==> src/rtl/seg_scan_ctrl.sv <==
// seg_scan_ctrl: 8-digit common-anode seven-segment scan controller
// with anti-ghost blanking and a two-port round-robin digit write arbiter.
module seg_scan_ctrl #(
   parameter int TICK_DIV  = 100000,
   parameter int BLANK_CYC = 100
) (
   input  logic       mclk94,
   input  logic       rstn94,
   input  logic       en94,
   input  logic [7:0] bmask94,
   input  logic       req_a94,
   input  logic [2:0] dig_a94,
   input  logic [3:0] val_a94,
   input  logic       req_b94,
   input  logic [2:0] dig_b94,
   input  logic [3:0] val_b94,
   output logic       ack_a94,
   output logic       ack_b94,
   output logic [7:0] an94,
   output logic [6:0] ssg94,
   output logic [2:0] idx94
);

   localparam int PW = $clog2(TICK_DIV);
   localparam logic [PW-1:0] PMAX = PW'(TICK_DIV - 1);
   localparam logic [PW-1:0] PBLK = PW'(BLANK_CYC);

   typedef enum logic {
      BLANK = 1'b0,
      SHOW  = 1'b1
   } phase_t;

   function automatic logic [6:0] seg_dec(input logic [3:0] v);
      logic [6:0] s;
      unique case (v)
         4'h0: s = 7'b0111111;
         4'h1: s = 7'b0000110;
         4'h2: s = 7'b1011011;
         4'h3: s = 7'b1001111;
         4'h4: s = 7'b1100110;
         4'h5: s = 7'b1101101;
         4'h6: s = 7'b1111101;
         4'h7: s = 7'b0000111;
         4'h8: s = 7'b1111111;
         4'h9: s = 7'b1101111;
         4'hA: s = 7'b1110111;
         4'hB: s = 7'b1111100;
         4'hC: s = 7'b1011000;
         4'hD: s = 7'b1011110;
         4'hE: s = 7'b1111001;
         4'hF: s = 7'b1110001;
      endcase
      return s;
   endfunction

   logic [1:0]    rsync;
   logic          rst_n;
   logic [PW-1:0] pcnt;
   logic [PW-1:0] pcnt_nx;
   logic [2:0]    idx;
   logic [2:0]    idx_nx;
   logic          wrap;
   phase_t        phase;
   phase_t        phase_nx;
   logic [3:0]    vfile [8];
   logic          rr;
   logic          el_a;
   logic          el_b;
   logic          gnt_a;
   logic          gnt_b;
   logic [2:0]    wr_dig;
   logic [3:0]    wr_val;
   logic [7:0]    an_nx;
   logic [6:0]    ssg_nx;

   // assert immediately, release two edges after rstn94 rises
   always_ff @(posedge mclk94 or negedge rstn94) begin
      if (!rstn94) rsync <= 2'b00;
      else         rsync <= {rsync[0], 1'b1};
   end

   assign rst_n = rsync[1];
   assign idx94 = idx;

   always_comb begin
      wrap    = (pcnt == PMAX);
      pcnt_nx = pcnt;
      idx_nx  = idx;
      if (en94) begin
         if (wrap) begin
            pcnt_nx = '0;
            idx_nx  = idx + 3'd1;
         end else begin
            pcnt_nx = pcnt + PW'(1);
         end
      end
   end

   always_ff @(posedge mclk94 or negedge rst_n) begin
      if (!rst_n) begin
         pcnt  <= '0;
         idx   <= 3'd0;
         phase <= BLANK;
      end else begin
         pcnt  <= pcnt_nx;
         idx   <= idx_nx;
         phase <= phase_nx;
      end
   end

   always_comb begin
      phase_nx = phase;
      if (en94) begin
         unique case (phase)
            BLANK: if (pcnt_nx == PBLK) phase_nx = SHOW;
            SHOW:  if (wrap)            phase_nx = BLANK;
         endcase
      end
   end

   // outputs are computed from the post-edge scan state
   always_comb begin
      an_nx  = 8'hFF;
      ssg_nx = 7'h7F;
      if (en94 && phase_nx == SHOW && !bmask94[idx_nx]) begin
         an_nx  = ~(8'd1 << idx_nx);
         ssg_nx = ~seg_dec(vfile[idx_nx]);
      end
   end

   // a requester is deaf during its own ack cycle
   always_comb begin
      el_a   = req_a94 & ~ack_a94;
      el_b   = req_b94 & ~ack_b94;
      gnt_a  = el_a & (~el_b | ~rr);
      gnt_b  = el_b & (~el_a | rr);
      wr_dig = gnt_a ? dig_a94 : dig_b94;
      wr_val = gnt_a ? val_a94 : val_b94;
   end

   always_ff @(posedge mclk94 or negedge rst_n) begin
      if (!rst_n) begin
         an94    <= 8'hFF;
         ssg94   <= 7'h7F;
         ack_a94 <= 1'b0;
         ack_b94 <= 1'b0;
      end else begin
         an94    <= an_nx;
         ssg94   <= ssg_nx;
         ack_a94 <= gnt_a;
         ack_b94 <= gnt_b;
      end
   end

   always_ff @(posedge mclk94 or negedge rst_n) begin
      if (!rst_n) begin
         for (int i = 0; i < 8; i++) vfile[i] <= 4'h0;
      end else if (gnt_a | gnt_b) begin
         vfile[wr_dig] <= wr_val;
      end
   end

   always_ff @(posedge mclk94 or negedge rst_n) begin
      if (!rst_n)     rr <= 1'b0;
      else if (gnt_a) rr <= 1'b1;
      else if (gnt_b) rr <= 1'b0;
   end

endmodule
==> config.mk <==
export PLATFORM = sky130hd
export DESIGN_NAME = seg_scan_ctrl
export DESIGN_NICKNAME = d
export VERILOG_FILES = /design/src/rtl/seg_scan_ctrl.sv
export SDC_FILE = /design/constraint.sdc
export NUM_CORES = 1
export LEC_CHECK = 0
export CAP_MARGIN = 40
export CORE_UTILIZATION = 35
export CTS_CLUSTER_SIZE = 14
export DETAILED_ROUTE_END_ITERATION = 12
export PLACE_DENSITY = 0.66
export SETUP_SLACK_MARGIN = 0.1
export SYNTH_ARGS = -nofsm -noshare
export SYNTH_HDL_FRONTEND = slang
export SYNTH_SLANG_ARGS = --single-unit
==> constraint.sdc <==
create_clock -name mclk94 -period 2.7 [get_ports mclk94]
set_input_delay 0.54 -clock mclk94 [delete_from_list [all_inputs] [get_ports mclk94]]
set_output_delay 0.54 -clock mclk94 [all_outputs]
set_load 0.005 [all_outputs]
; Yosys cells after proc, flatten, opt, wreduce, memory -nomap -nowiden
; Memories as Yosys holds them, arrays and structs flattened.
; Cells that the tools add are included.
[classes]
n_addsub = 2
n_mul = 0
n_div = 0
n_lt_le_gt_ge = 4
eq_ne = 2
shifts = 1
muxes = 23
bitwise_logic = 17
reduce_logical = 5
[op_table]
columns = operator, count
row1 = 17-bit 2-to-1 mux, 2
row2 = 32-bit bitwise mux, 1
row3 = 17-bit by 1-bit adder with 17-bit output (second input constant), 1
row4 = 17-bit equality test (second input constant), 1
row5 = 17-bit by 7-bit equality test with 1-bit output (second input constant), 1
row6 = 4-bit 2-to-1 mux, 4
row7 = 7-bit 2-to-1 mux, 2
row8 = 4-bit binary-select mux with 3-bit select, 1
row9 = 4-bit demux with 3-bit select, 1
row10 = 3-bit 2-to-1 mux, 3
row11 = 4-bit >= comparator (second input constant), 2
row12 = 8-bit 2-to-1 mux, 1
row13 = 3-bit inverter with 4-bit output, 2
row14 = 8-bit inverter, 1
row15 = 1-bit by 3-bit left shift with 8-bit output (first input constant), 1
row16 = 7-bit inverter, 1
row17 = 1-bit 2-to-1 mux, 6
row18 = 1-bit inverter, 6
row19 = 1-bit AND, 4
row20 = 3-bit by 4-bit less-than comparator with 1-bit output (second input constant), 1
row21 = 4-bit by 1-bit less-than comparator with 1-bit output (second input constant), 1
row22 = 3-bit by 1-bit adder with 3-bit output (second input constant), 1
row23 = 1-bit binary-select mux with 3-bit select, 1
row24 = 1-bit logical AND, 3
row25 = 4 further kinds, 6
[word_totals]
ff_bits = 73
latchBits = 0
ram_bits = 0
romBits = 112
in_bits = 27
output_inout_bits = 20
elab_cells = 72
n_memories = 1
[memory_table]
columns = memory, words, word_bits, rd, rd_clocked_by_memory_dff, wr, line
row1 = (no name shown), 16, 7, 1, 0, 0, 35  ; unique case (v)

; Longest topological paths before layout
[depth]
depth_word = 12
depth_mapped = 14
ltp_nobuf = 13

; Worst setup path after synthesis
; OpenSTA, ideal clock, no wires.
[synth_path]
path_type = register -> register
from = register pcnt[11]
to = register ssg94[1]
setup_time_ns = 0.075
t_arrival_ns = 3.175
t_required_ns = 2.625
path_slack_ns = -0.550
path_stages_with_launch = 12
n_path_buf = 1
synth_period_minus_slack_ns = 3.250
cell_sequence = dfrtp_1 > or4_4 > or4_4 > buf_6 > o21a_1 > nor2_4 > a221oi_1 > a21oi_1 > inv_1 > ha_1 > or3_1 > o211ai_2
[synth_via]
elab_chain_cells = 11
elab_cells_between_ends = 24
classes_between = add/sub (1) / eq/ne (2) / mux (15) / bitwise (2) / reduce/logical (3) / memory (1)
[synth_rtl]
columns = element, line
row1 = from (decl), 58  ; logic [PW-1:0] pcnt;
row2 = from (signal assigned), 105  ; pcnt <= pcnt_nx;
row3 = "parallel branches: the longest is 10 deep, another holds 17-bit by 1-bit adder with 17-bit output", --
row4 = 7-bit 2-to-1 mux (*), 125  ; if (en94 && phase_nx == SHOW && !bmask94[idx_nx]) begin
row5 = via ssg_nx[1], 74  ; logic [6:0] ssg_nx;
row6 = to (signal assigned), 149  ; ssg94 <= ssg_nx;
row7 = to (decl), 20  ; output logic [6:0] ssg94,
; Mark *: on every way through the listed nets, which the timed path passes. The select of a mux whose other input is x is not followed.
; A chain may end at the register's enable or synchronous reset.

; Worst setup path after layout
[layout_path]
from = register pcnt[13]
to = register ssg94[1]
[layout_via]
elab_chain_cells = 11
elab_cells_between_ends = 24
classes_between = add/sub (1) / eq/ne (2) / mux (15) / bitwise (2) / reduce/logical (3) / memory (1)
[layout_rtl]
columns = element, line
row1 = 17-bit equality test (*), 86  ; wrap = (pcnt == PMAX);
row2 = 3-bit 2-to-1 mux (*), 90  ; if (wrap) begin
row3 = 3-bit 2-to-1 mux (*), 89  ; if (en94) begin
row4 = via idx_nx[2], 61  ; logic [2:0] idx_nx;
row5 = 3-bit inverter with 4-bit output (not written as such), 127  ; ssg_nx = ~seg_dec(vfile[idx_nx]);
row6 = 4-bit binary-select mux with 3-bit select, 127
row7 = 4-bit 2-to-1 mux (not written as such) (2 in series), 127
row8 = memory read 16 x 7 bit, --
row9 = 7-bit 2-to-1 mux, 125
row10 = 7-bit inverter, 127
row11 = 7-bit 2-to-1 mux (*), 125
row12 = via ssg_nx[1], 74
; The timed path passes the listed nets; every way through them passes the cells marked *. The select of a mux whose other input is x is not followed.

==> metrics.txt <==
Post-Syn Nets=438; setup violators final=15; Post-DP HPWL=roughly 8000 microns; synthesized cell area=about 4400 sq um; fin worst setup slack=-0.380 ns; Worst IR Drop VDD=roughly 580 uV; metal3 WL=about 340 microns; GR Overflow Total=0; All-Layer GR Usage=0.182; vias in the first global route=approximately 3700; # IOs=between 40 and 50; Critical Path Fanout Max=6; PwrDens=719 nW/um^2; clock tree from TritonCTS=done; Non-Filler Instances=between 600 and 700; Seq cells post-synth=73; synth warn=0; Max-Cap Viols=0; clk_skew=approximately 0.0095 ns; placed cells=around 660; Critical Path End Type=flop; first-pass GRT wire length=between 15000 and 20000 microns; commonest non-fill, non-tap cell in the layout=buf_4; routability cong.=around 0.87; Detail Route Antenna Nets=0; P&R area growth vs syn=40.4%; Syn Area/Cell=around 11 sq um; Final Hold Violating Endpoints=0; Die Y=roughly 110 microns; crit path cell chain=or4_4 -> or4_4 -> o21a_4 -> nor2_4 -> inv_4 -> a31oi_1 -> a32o_2 -> inv_2 -> ha_4 -> or3_4 -> o211ai_2; die area=about 13000 sq um; leakage=around 2.6 nW; pin count of the biggest net entering global routing=30; Reg area=1850 sq um; DRT Pass-1 Iters=4; Clock Sinks=73; fin crit period=just over 3 ns; Synth Instances=a little over 400; Pwr Total=about 4.4 mW; f_max=roughly 320 MHz; Max-slew headroom=0.455; status=finished, violations left; worst endpoint required time=roughly 3.0 ns; FFs w/ async S/R, synth=1.00; initial antenna violation count=0; met2 WL=5690 microns; Die W=roughly 110 microns; Remaining DRCs=0; CTS Root Cell=clkbuf_16; Critical Path Start Type=flop; Worst-Skew Late Latency=roughly 0.35 ns; max-slew violation count=0; commonest cells after routing, fill and taps aside=buf_4, dfrtp_1, clkdlybuf4s50_1; Min-Delay Path Class=reg -> async; htree depth=3; WL per Instance=between 15 and 20 microns; Buf/Inv on CP=2; Post-synth EDFFs=0; clk buf depth=2; crit-path max cell delay=~0.6 ns; CP Class=reg -> reg; Slowest-stage cell, CP=or4_4; Worst EP arrival=between 3 and 4 ns; DR vias=about 3600; Most common cell on crit path=or4_4; DR iter-0 viols=just under 300; Nets=554; ANT cells=0; FILL cells=between 1000 and 1500; met1 WL=roughly 5000 microns; final wirelength=approximately 11000 microns; IO buf count=46; ratio of cells with drive above 1 in the final layout=0.418; Via density=5.22; Multi-input gate area=about 2500 sq um; failing checks=negative setup slack; Starting Density=0.361; Clock transition at path regs=approximately 0.060 ns; final worst path period share=1.14; Worst-Margin Slew=between 0.8 and 0.9 ns; RSZ-0062 raised after global routing=yes; CP delay by family, top=simple AND/OR/NAND/NOR gates; clock buffer count from CTS=9; post-synthesis sequential area ratio=0.424; Synth cell types=71; Top Metal Used=met4; num rows=40; main flop type after synthesis=dfrtp_1; core area=around 12000 sq um
-- cells by family after synthesis --
kind of cell | synth area share
AO/OA/AOI/OAI | 0.112
XOR/XNOR | 0.0282
adder cells (fa/ha/maj) | 0.0230
buffers and inverters | 0.0497
flip-flops | 0.424
multiplexers | 0.189
other | 0.000861
AND/OR/NAND/NOR | 0.174
-- report_power, final --
| part | leakage, nW | switching [mW] | internal [mW] |
|---|---|---|---|
| clock network | 0.154 | 0.499 | 0.753 |
| registers | 0.871 | 0.242 | 1.38 |
| logic | 1.54 | 0.675 | 0.838 |
-- worst reg2reg max path, delay by kind of cell, from the launching register on --
family	cells	cell delay, ns
and+or+nand+nor	4	1.61
buffers and inverters	2	0.14
adders and majority gates	1	0.22
DFF	1	0.37
AOI/OAI and AO/OA	4	0.66
-- path summary, 6_finish.rpt --
kind                                     from               endpoint  slack [ns]  depth (start not counted)
max in group asynchronous  rsync[1]$_DFF_PN0_  vfile[28]$_DFFE_PN0P_        1.72                          1
max                        pcnt[13]$_DFF_PN0_     ssg94[1]$_DFF_PN1_       -0.38                         11
min reg2reg                rsync[1]$_DFF_PN0_   vfile[4]$_DFFE_PN0P_        0.31                          0
max reg2reg                pcnt[13]$_DFF_PN0_     ssg94[1]$_DFF_PN1_       -0.38                         11
min                        rsync[1]$_DFF_PN0_   vfile[4]$_DFFE_PN0P_        0.31                          0
min in group mclk94        rsync[0]$_DFF_PN0_     rsync[1]$_DFF_PN0_        0.35                          0
-- per-stage QoR --
stage          instance area (sq um)  setup slack [ns]  TNS [ns]  hold slack (ns)  utilization
3_3_place_gp                    5440            -0.826    -12.02            0.310        0.451
5_1_grt                         6110            -0.445     -6.04            0.337        0.507
2_1_floorplan                   4400            -0.375     -2.05            0.244            -
6_report                        6110            -0.380     -5.09            0.313        0.507
3_5_place_dp                    5440            -0.866    -12.90            0.324        0.451
4_1_cts                         6010            -0.446     -5.18            0.327        0.498
-- area by class of cell --
type / count / share of cell area
Clock buffer: 10 / 0.0391
Clock inverter: 6 / 0.0121
Inverter: 15 / 0.00963
Multi-Input combinational cell: 292 / 0.414
Sequential cell: 73 / 0.303
Tap cell: 168 / 0.0344
Timing Repair Buffer: 128 / 0.188
-- flip-flops by register name (all words and copies together) (netlist names) --
signal and count:
phase 1, an94 8, idx94 3, vfile 32, ssg94 7, pcnt 17
ack_b94 1, ack_a94 1, rsync 2, rr 1
-- cells in the mapped netlist, drive strengths merged (2+ instances only) --
cell / instances / area (sq um)
clkbuf: 5 / 18.8
a21oi: 9 / 45.0
xnor2: 9 / 78.8
nor3: 12 / 71.3
o31ai: 6 / 45.0
dfstp: 15 / 394
xor2: 5 / 43.8
or3: 4 / 27.5
mux4: 9 / 203
o21ai: 18 / 90.1
or4: 4 / 37.5
mux2i: 18 / 180
nor2: 17 / 90.1
a31oi: 3 / 18.8
nor4: 7 / 50.1
buf: 19 / 139
nand3: 20 / 100
inv: 14 / 55.1
nor2b: 4 / 25.0
dfrtp: 58 / 1450
nand4b: 2 / 17.5
nand3b: 2 / 15.0
o211ai: 7 / 62.6
a32oi: 3 / 33.8
nor3b: 3 / 22.5
o21ba: 3 / 30.0
nand2b: 3 / 18.8
o22ai: 2 / 12.5
nand4: 9 / 62.6
mux2: 39 / 439
o41ai: 2 / 25.0
ha: 8 / 100
nand2: 42 / 160
-- metal layers --
| metal | vias to the layer above | global-route usage |
|---|---|---|
| met2 | 61 | 0.313 |
| met5 | - | 0 |
| li1 | 1715 | - |
| met3 | 23 | 0.0473 |
| met1 | 1815 | 0.219 |
| met4 | 0 | 0.0675 |
-- what timing repair did --
item / in CTS / in global routing
gates resized for setup: 36 / 13
hold buffers: 0 / 0
endpoints found under the setup margin: 16 / 16
gates cloned: 1 / 0
pin swaps: 15 / 10
setup buffers: 10 / 3
(Power assumes the default switching activity.)
==> RTL change 1: new RTL, config.mk and constraints unchanged <==
Make the reset (`rst_n` and `rstn94`) synchronous in 5 clocked blocks.
--- a/src/rtl/seg_scan_ctrl.sv
+++ b/src/rtl/seg_scan_ctrl.sv
@@ -74,7 +74,7 @@
    logic [6:0]    ssg_nx;
 
    // assert immediately, release two edges after rstn94 rises
-   always_ff @(posedge mclk94 or negedge rstn94) begin
+   always_ff @(posedge mclk94) begin
       if (!rstn94) rsync <= 2'b00;
       else         rsync <= {rsync[0], 1'b1};
    end
@@ -96,7 +96,7 @@
       end
    end
 
-   always_ff @(posedge mclk94 or negedge rst_n) begin
+   always_ff @(posedge mclk94) begin
       if (!rst_n) begin
          pcnt  <= '0;
          idx   <= 3'd0;
@@ -138,7 +138,7 @@
       wr_val = gnt_a ? val_a94 : val_b94;
    end
 
-   always_ff @(posedge mclk94 or negedge rst_n) begin
+   always_ff @(posedge mclk94) begin
       if (!rst_n) begin
          an94    <= 8'hFF;
          ssg94   <= 7'h7F;
@@ -152,7 +152,7 @@
       end
    end
 
-   always_ff @(posedge mclk94 or negedge rst_n) begin
+   always_ff @(posedge mclk94) begin
       if (!rst_n) begin
          for (int i = 0; i < 8; i++) vfile[i] <= 4'h0;
       end else if (gnt_a | gnt_b) begin
@@ -160,7 +160,7 @@
       end
    end
 
-   always_ff @(posedge mclk94 or negedge rst_n) begin
+   always_ff @(posedge mclk94) begin
       if (!rst_n)     rr <= 1'b0;
       else if (gnt_a) rr <= 1'b1;
       else if (gnt_b) rr <= 1'b0;
Function: differs if rstn94 is asserted again (counterexample within 4 cycles, from zero or initial values and one cycle with rstn94 low); with rstn94 held inactive, the same outputs for 10 cycles.
==> RTL change 1 against the original RTL <==
  * The flow still finishes with violations (negative setup slack)
  * Die area decreased by 5.6%
  * Sequential cell count unchanged
  * First-iteration DRC count is 46% lower
  * Final cell count down 5.1%
  * Wire length fell by 7.5%
  * Hold slack better by 120 ps
  * Synthesized area is 5.7% lower
  * Critical path depth decreased by 1
  * Non-clock buffer count decreased by 12
  * Design area shrank 7.8%
  * Setup slack gained 150 ps
  * Critical endpoint is now ssg94[0]
Power is not compared: it rests on default switching activity, and its combinational part moved more than twofold at a synthesized area within 25%.
==> RTL change 1: results (changes against the original RTL) <==
| Metric | Value |
|---|---|
| Final GP Congestion | `0.811 (was 0.868)` |
| LEAKAGE | `~2.1 nW` |
| Vias | `3500 (was 3614)` |
| Crit path DAT | `3210 ps (was 3360 ps)` |
| Family with the most delay on the worst path | `simple AND/OR/NAND/NOR gates (unchanged)` |
| Largest regs | `vfile (32), pcnt (17), an94 (8) (unchanged)` |
| H-Tree Depth | `3 (unchanged)` |
| Max Clock Skew | `11.9 ps (was 9.47 ps)` |
| WL per Instance | `15.9 microns (was 16.3 microns)` |
| Ys Warns | `0 (unchanged)` |
| Iteration count of the initial detailed-routing pass | `4 (unchanged)` |
| Mux share of post-synthesis cell area | `15.6% (was 18.9%)` |
| Primary FF master, synth | `dfxtp_1 (was dfrtp_1)` |
| CTS Root Cell | `clkbuf_16 (unchanged)` |
| Largest cells by area after synthesis | `edfxtp_1 (23%), dfxtp_1 (20%), mux4_2 (10%), nor2_1 (5.7%), mux2i_1 (4.6%) (was dfrtp_1 (33%), mux2_2 (10%), dfstp_2 (9.1%), mux4_2 (4.7%), mux2i_1 (4.1%))` |
| DRT iter0 DRCs | `160 (was 295)` |
| DPL Wire Length | `7610 microns (was 7980 microns)` |
| Hold Path Class | `flop to flop (was flop to asynchronous set/reset pin)` |
| Cell at the slowest stage of the critical path | `or4b_4 (was or4_4)` |
| CTS Buffer Depth | `2 (unchanged)` |
| Distinct cells, synth | `59 (was 71)` |
| Status | `complete, but fails checks (unchanged)` |
| Post-synth ARST share | `0% (was 100%)` |
| Gr usage total | `18.4% (was 18.2%)` |
| # diodes | `0 (unchanged)` |
| Place WS | `-410 ps (was -866 ps)` |
| IO buf count | `46 (unchanged)` |
| Least-Margin Pin Slew | `462 ps (was 808 ps)` |
| Mapped Nets | `440 (was 438)` |
| Skew-Pair Late Insertion Delay | `340 ps` |
| Final TNS setup | `-572 ps (was -5090 ps)` |
| Share of cells above drive strength 1 | `28.6% (was 41.8%)` |
| Post-synth EDFFs | `32 (was 0)` |
| Xor/xnor share of the synthesized area | `4.05% (was 2.82%)` |
| Clock buffer count from CTS | `9 (unchanged)` |
| First-pass GRT wire length | `16900 microns (was 18000 microns)` |
| Largest net degree at the start of global routing | `18 (was 30)` |
| Cell Area, Placed | `5200 sq um (was 5440 sq um)` |
| Layout Nets | `544 (was 554)` |
| Worst vdd ir | `0.362 mV` |
| Critical Path Fanout Max | `4 (was 6)` |
| Initial antenna violation count | `0 (unchanged)` |
| Clk slew on worst S/H paths | `60 ps (about the same)` |
| Sequential share of the synthesized area | `43.4% (was 42.4%)` |
| Top post-synthesis cells by count | `nor2_1 (62), dfxtp_1 (41), nand2_1 (35) (was dfrtp_1 (58), nand2_1 (41), mux2_2 (39))` |
| Adder-cell share of the synthesized area | `2.44% (was 2.30%)` |
| CP max stage delay | `540 ps (was 600 ps)` |
| Failing checks | `negative setup slack (unchanged)` |
| FILL cells | `1070 (was 1068)` |
| Final setup vio count | `5 (was 15)` |
| Setup ws final | `-232 ps (was -380 ps)` |
| Compound-Gate Fraction of Synth Area | `7.65% (was 11.2%)` |
-- RTL change 1: cell count changes in the layout (fill, tap and decap cells not counted), moves of 5 or more --
cell	unedited run	this run
dfrtp_1	55	0
nor2_1	13	61
mux2_2	39	0
dfxtp_1	0	37
edfxtp_1	0	32
dfstp_2	15	0
mux4_2	9	19
buf_6	7	1
nand2_1	40	35
nand2b_1	3	8
o31ai_1	6	1
xnor2_1	9	14
-- RTL change 1: cell families (layout without fill, tap and decap cells) --
family / count (synthesis) / in the layout
xor+xnor: 19 / 19
compound gates: 45 / 46
flops: 73 / 73
simple gates: 183 / 183
buf+inv: 37 / 145
fa+ha+maj: 8 / 8
mux: 40 / 40
-- RTL change 1: report_power, final --
| group | switching, W | total (W) | internal [W] |
|---|---|---|---|
| logic | 0.000108 | 0.000228 | 0.000119 |
| clock network | 0.000515 | 0.00125 | 0.000735 |
| registers | 0.0000186 | 0.00120 | 0.00118 |
| total | 0.000642 | 0.00268 | 0.00204 |
-- RTL change 1: final cells by class --
type / instances / area (sq um) / share of cell area (%)
clock buffers: 9 / 225 / 4.00
flip-flops and latches: 73 / 1790 / 31.7
well taps: 143 / 179 / 3.18
inverters: 13 / 53.8 / 0.956
repair buffers: 116 / 1000 / 17.8
multi-input cells: 296 / 2300 / 40.8
clock inverters: 7 / 85.1 / 1.51
-- RTL change 1: worst register-to-register path: stages (launching register included) --
cell and delay (ps):
dfxtp_1 310, or4b_1 520, or4b_4 540, nor2_4 140
mux2_4 310, a31o_4 270, inv_4 80, ha_1 140
inv_1 40, mux4_2 460, nand2_1 70
-- RTL change 1: per-stage QoR --
stage	std cells	hold slack [ps]
after floorplan	405	406
after global placement	636	417
after detailed placement	636	422
after CTS	656	436
after global routing	657	484
final	657	437
-- RTL change 1: worst paths after layout --
check / slack, ps / to / cells after the start / start
max reg2reg: -230 / ssg94[0] / 10 / pcnt[8]
max: -230 / ssg94[0] / 10 / pcnt[8]
min reg2reg: 440 / rsync[1] / 1 / rsync[0]
min: 440 / rsync[1] / 1 / rsync[0]
-- RTL change 1: metal layers --
metal | wire, microns | GRT usage, %
met1 | 4540 | 21.9
met2 | 5170 | 31.6
met3 | 497 | 4.29
met4 | 209 | 8.08
met5 | 0 | 0
-- RTL change 1: what timing repair did --
| action | in CTS | in global routing |
|---|---|---|
| gates cloned | 1 | 0 |
| buffers inserted | 3 | 1 |
| gates resized for setup | 10 | 8 |
| pin swaps | 12 | 5 |
| endpoints found under the setup margin | 15 | 15 |
==> RTL change 2: new RTL, same settings <==
Made on the original files. The parameter `BLANK_CYC` goes from 100 to 64.
--- a/src/rtl/seg_scan_ctrl.sv
+++ b/src/rtl/seg_scan_ctrl.sv
@@ -2,7 +2,7 @@
 // with anti-ghost blanking and a two-port round-robin digit write arbiter.
 module seg_scan_ctrl #(
    parameter int TICK_DIV  = 100000,
-   parameter int BLANK_CYC = 100
+   parameter int BLANK_CYC = 64
 ) (
    input  logic       mclk94,
    input  logic       rstn94,
Check against the original RTL: no difference found for any inputs over 10 cycles, from zero or initial values and one cycle with rstn94 low; that may be too few to reach the edited logic, so the function may still have changed.
==> RTL change 2 against the original RTL <==
  * Sequential cell count did not move
  * Design area fell by 2.3%
  * Final cell count fell by 2.0%
  * Critical path type unchanged
  * Wire length fell by 2.9%
  * Synthesized area rose by 0.40%
  * Total power fell by 4.2%
  * Combinational power fell by 5%
  * Setup slack improved by 440 ps
  * Largest power group unchanged
==> RTL change 2: results (changes against the original RTL) <==
| Metric | Value |
|---|---|
| Status | `complete, no violations (was complete, but fails checks)` |
| Distinct cells, synth | `68 (was 71)` |
| DRT iter0 DRCs | `126 (was 295)` |
| Mapped Nets | `429 (was 438)` |
| CTS Buffer Depth | `2 (unchanged)` |
| Final sequential cell count | `73 (unchanged)` |
| Via count of the first global-routing pass | `3482 (was 3693)` |
| Critical Path Fanout Max | `7 (was 6)` |
| Worst vdd ir | `0.553 mV (was 0.576 mV)` |
| Seq/total area | `31.0% (was 30.3%)` |
| First-pass GRT wire length | `17700 microns (was 18000 microns)` |
| Final GP Congestion | `0.870 (was 0.868)` |
| Vias/cell | `5.16 (was 5.22)` |
| FILL cells | `1121 (was 1068)` |
| LEAKAGE | `2.43 nW (was 2.56 nW)` |
| Hold Slack | `133 ps (was 313 ps)` |
| Clk_buf instances | `13 (was 10)` |
| Multi-input logic area | `2490 sq um (was 2530 sq um)` |
| Met3 wire len | `420 microns (was 340 microns)` |
| Register-to-register path setup slack | `60 ps (was -380 ps)` |
| Layout Nets | `540 (was 554)` |
| WL per Instance | `16.1 microns (was 16.3 microns)` |
| Top post-synthesis cells by count | `dfrtp_1 (58), mux2_2 (37), nand2_1 (31) (was dfrtp_1 (58), nand2_1 (41), mux2_2 (39))` |
| Multi-input combinational area share | `41.7% (was 41.4%)` |
| Worst r2r path cells | `9 (was 11)` |
| Largest net degree at the start of global routing | `46 (was 30)` |
| #MultiIn Comb | `282 (was 292)` |
| Max Clock Skew | `5.07 ps (was 9.47 ps)` |
| Critical Path Source | `pcnt[8] (was pcnt[13])` |
| DPL Wire Length | `7890 microns (was 7980 microns)` |
| Gr usage total | `17.9% (was 18.2%)` |
| Inverters | `18 (was 15)` |
| Crit path DAT | `2900 ps (was 3360 ps)` |
| Met2 WL | `5410 microns (was 5690 microns)` |
| Wl on met1 | `4930 microns (was 4950 microns)` |
| Non-clk bufs | `121 (was 128)` |
| Least-Margin Pin Slew | `646 ps (was 808 ps)` |
| Buffering overhead | `18.0% (was 18.8%)` |
| Cell Area, Placed | `5470 sq um (was 5440 sq um)` |
| Largest cells by area after synthesis | `dfrtp_1 (33%), mux2_2 (9.5%), dfstp_2 (9.0%), mux4_2 (6.2%), mux2i_1 (3.4%) (was dfrtp_1 (33%), mux2_2 (10%), dfstp_2 (9.1%), mux4_2 (4.7%), mux2i_1 (4.1%))` |
| Final setup vio count | `0 (was 15)` |
| Share of cells above drive strength 1 | `38.6% (was 41.8%)` |
==> RTL change 2: cell types whose count changed after synthesis, sizes merged, moves of 4 or more <==
cell,delta
xnor2,+6
o21ai,-6
nor4,-6
o31ai,-4
a21oi,-5
inv,+4
and2,+5
nand2,-10
==> RTL change 2: kinds of logic (layout without fill, tap and decap cells) <==
family	after synthesis	after routing	share of synthesized area (%)
XOR/XNOR	20	20	4.01
AO/OA/AOI/OAI	65	65	11.8
buffers and inverters	39	155	4.55
AND/OR/NAND/NOR	123	123	15.5
adder cells (fa/ha/maj)	8	8	2.29
flip-flops	73	73	42.2
multiplexers	65	65	19.5
other	1	1	0.0858
==> RTL change 2: layer usage <==
| layer | up-vias | GRT usage [%] |
|---|---|---|
| met2 | 73 | 29.8 |
| li1 | 1675 | - |
| met1 | 1737 | 22.9 |
| met4 | 0 | 6.58 |
| met3 | 15 | 4.09 |
| met5 | - | 0 |
==> RTL change 2: what timing repair did <==
item,in CTS,in global routing
endpoints found under the setup margin,15,19
pin swaps,6,12
resized for setup,15,30
buffers inserted,0,7
==> RTL change 2: report_power, final <==
group	switching (W)	internal [W]
combinational	0.000607	0.000827
clock	0.000448	0.000667
sequential	0.000270	0.00139
==> RTL change 2: metrics by stage <==
step           cells  worst slack (ps)  TNS [ps]  power (W)
6_report         678              57.6         0    0.00421
5_1_grt          678             -98.0      -160    0.00443
4_1_cts          671              25.2         0    0.00414
3_5_place_dp     655              -528     -7210    0.00296
3_3_place_gp     655              -497     -7120    0.00289
2_1_floorplan    394              55.5         0    0.00250
==> RTL change 2: worst max-delay path, stage by stage (launching register included) <==
cell       delay, ps
dfrtp_1          400
nor4b_4          380
nand3_4          180
buf_4            200
a2111oi_2        470
o32ai_2          180
a21oi_2          270
buf_4            190
nand2_1           50
o221ai_1         220
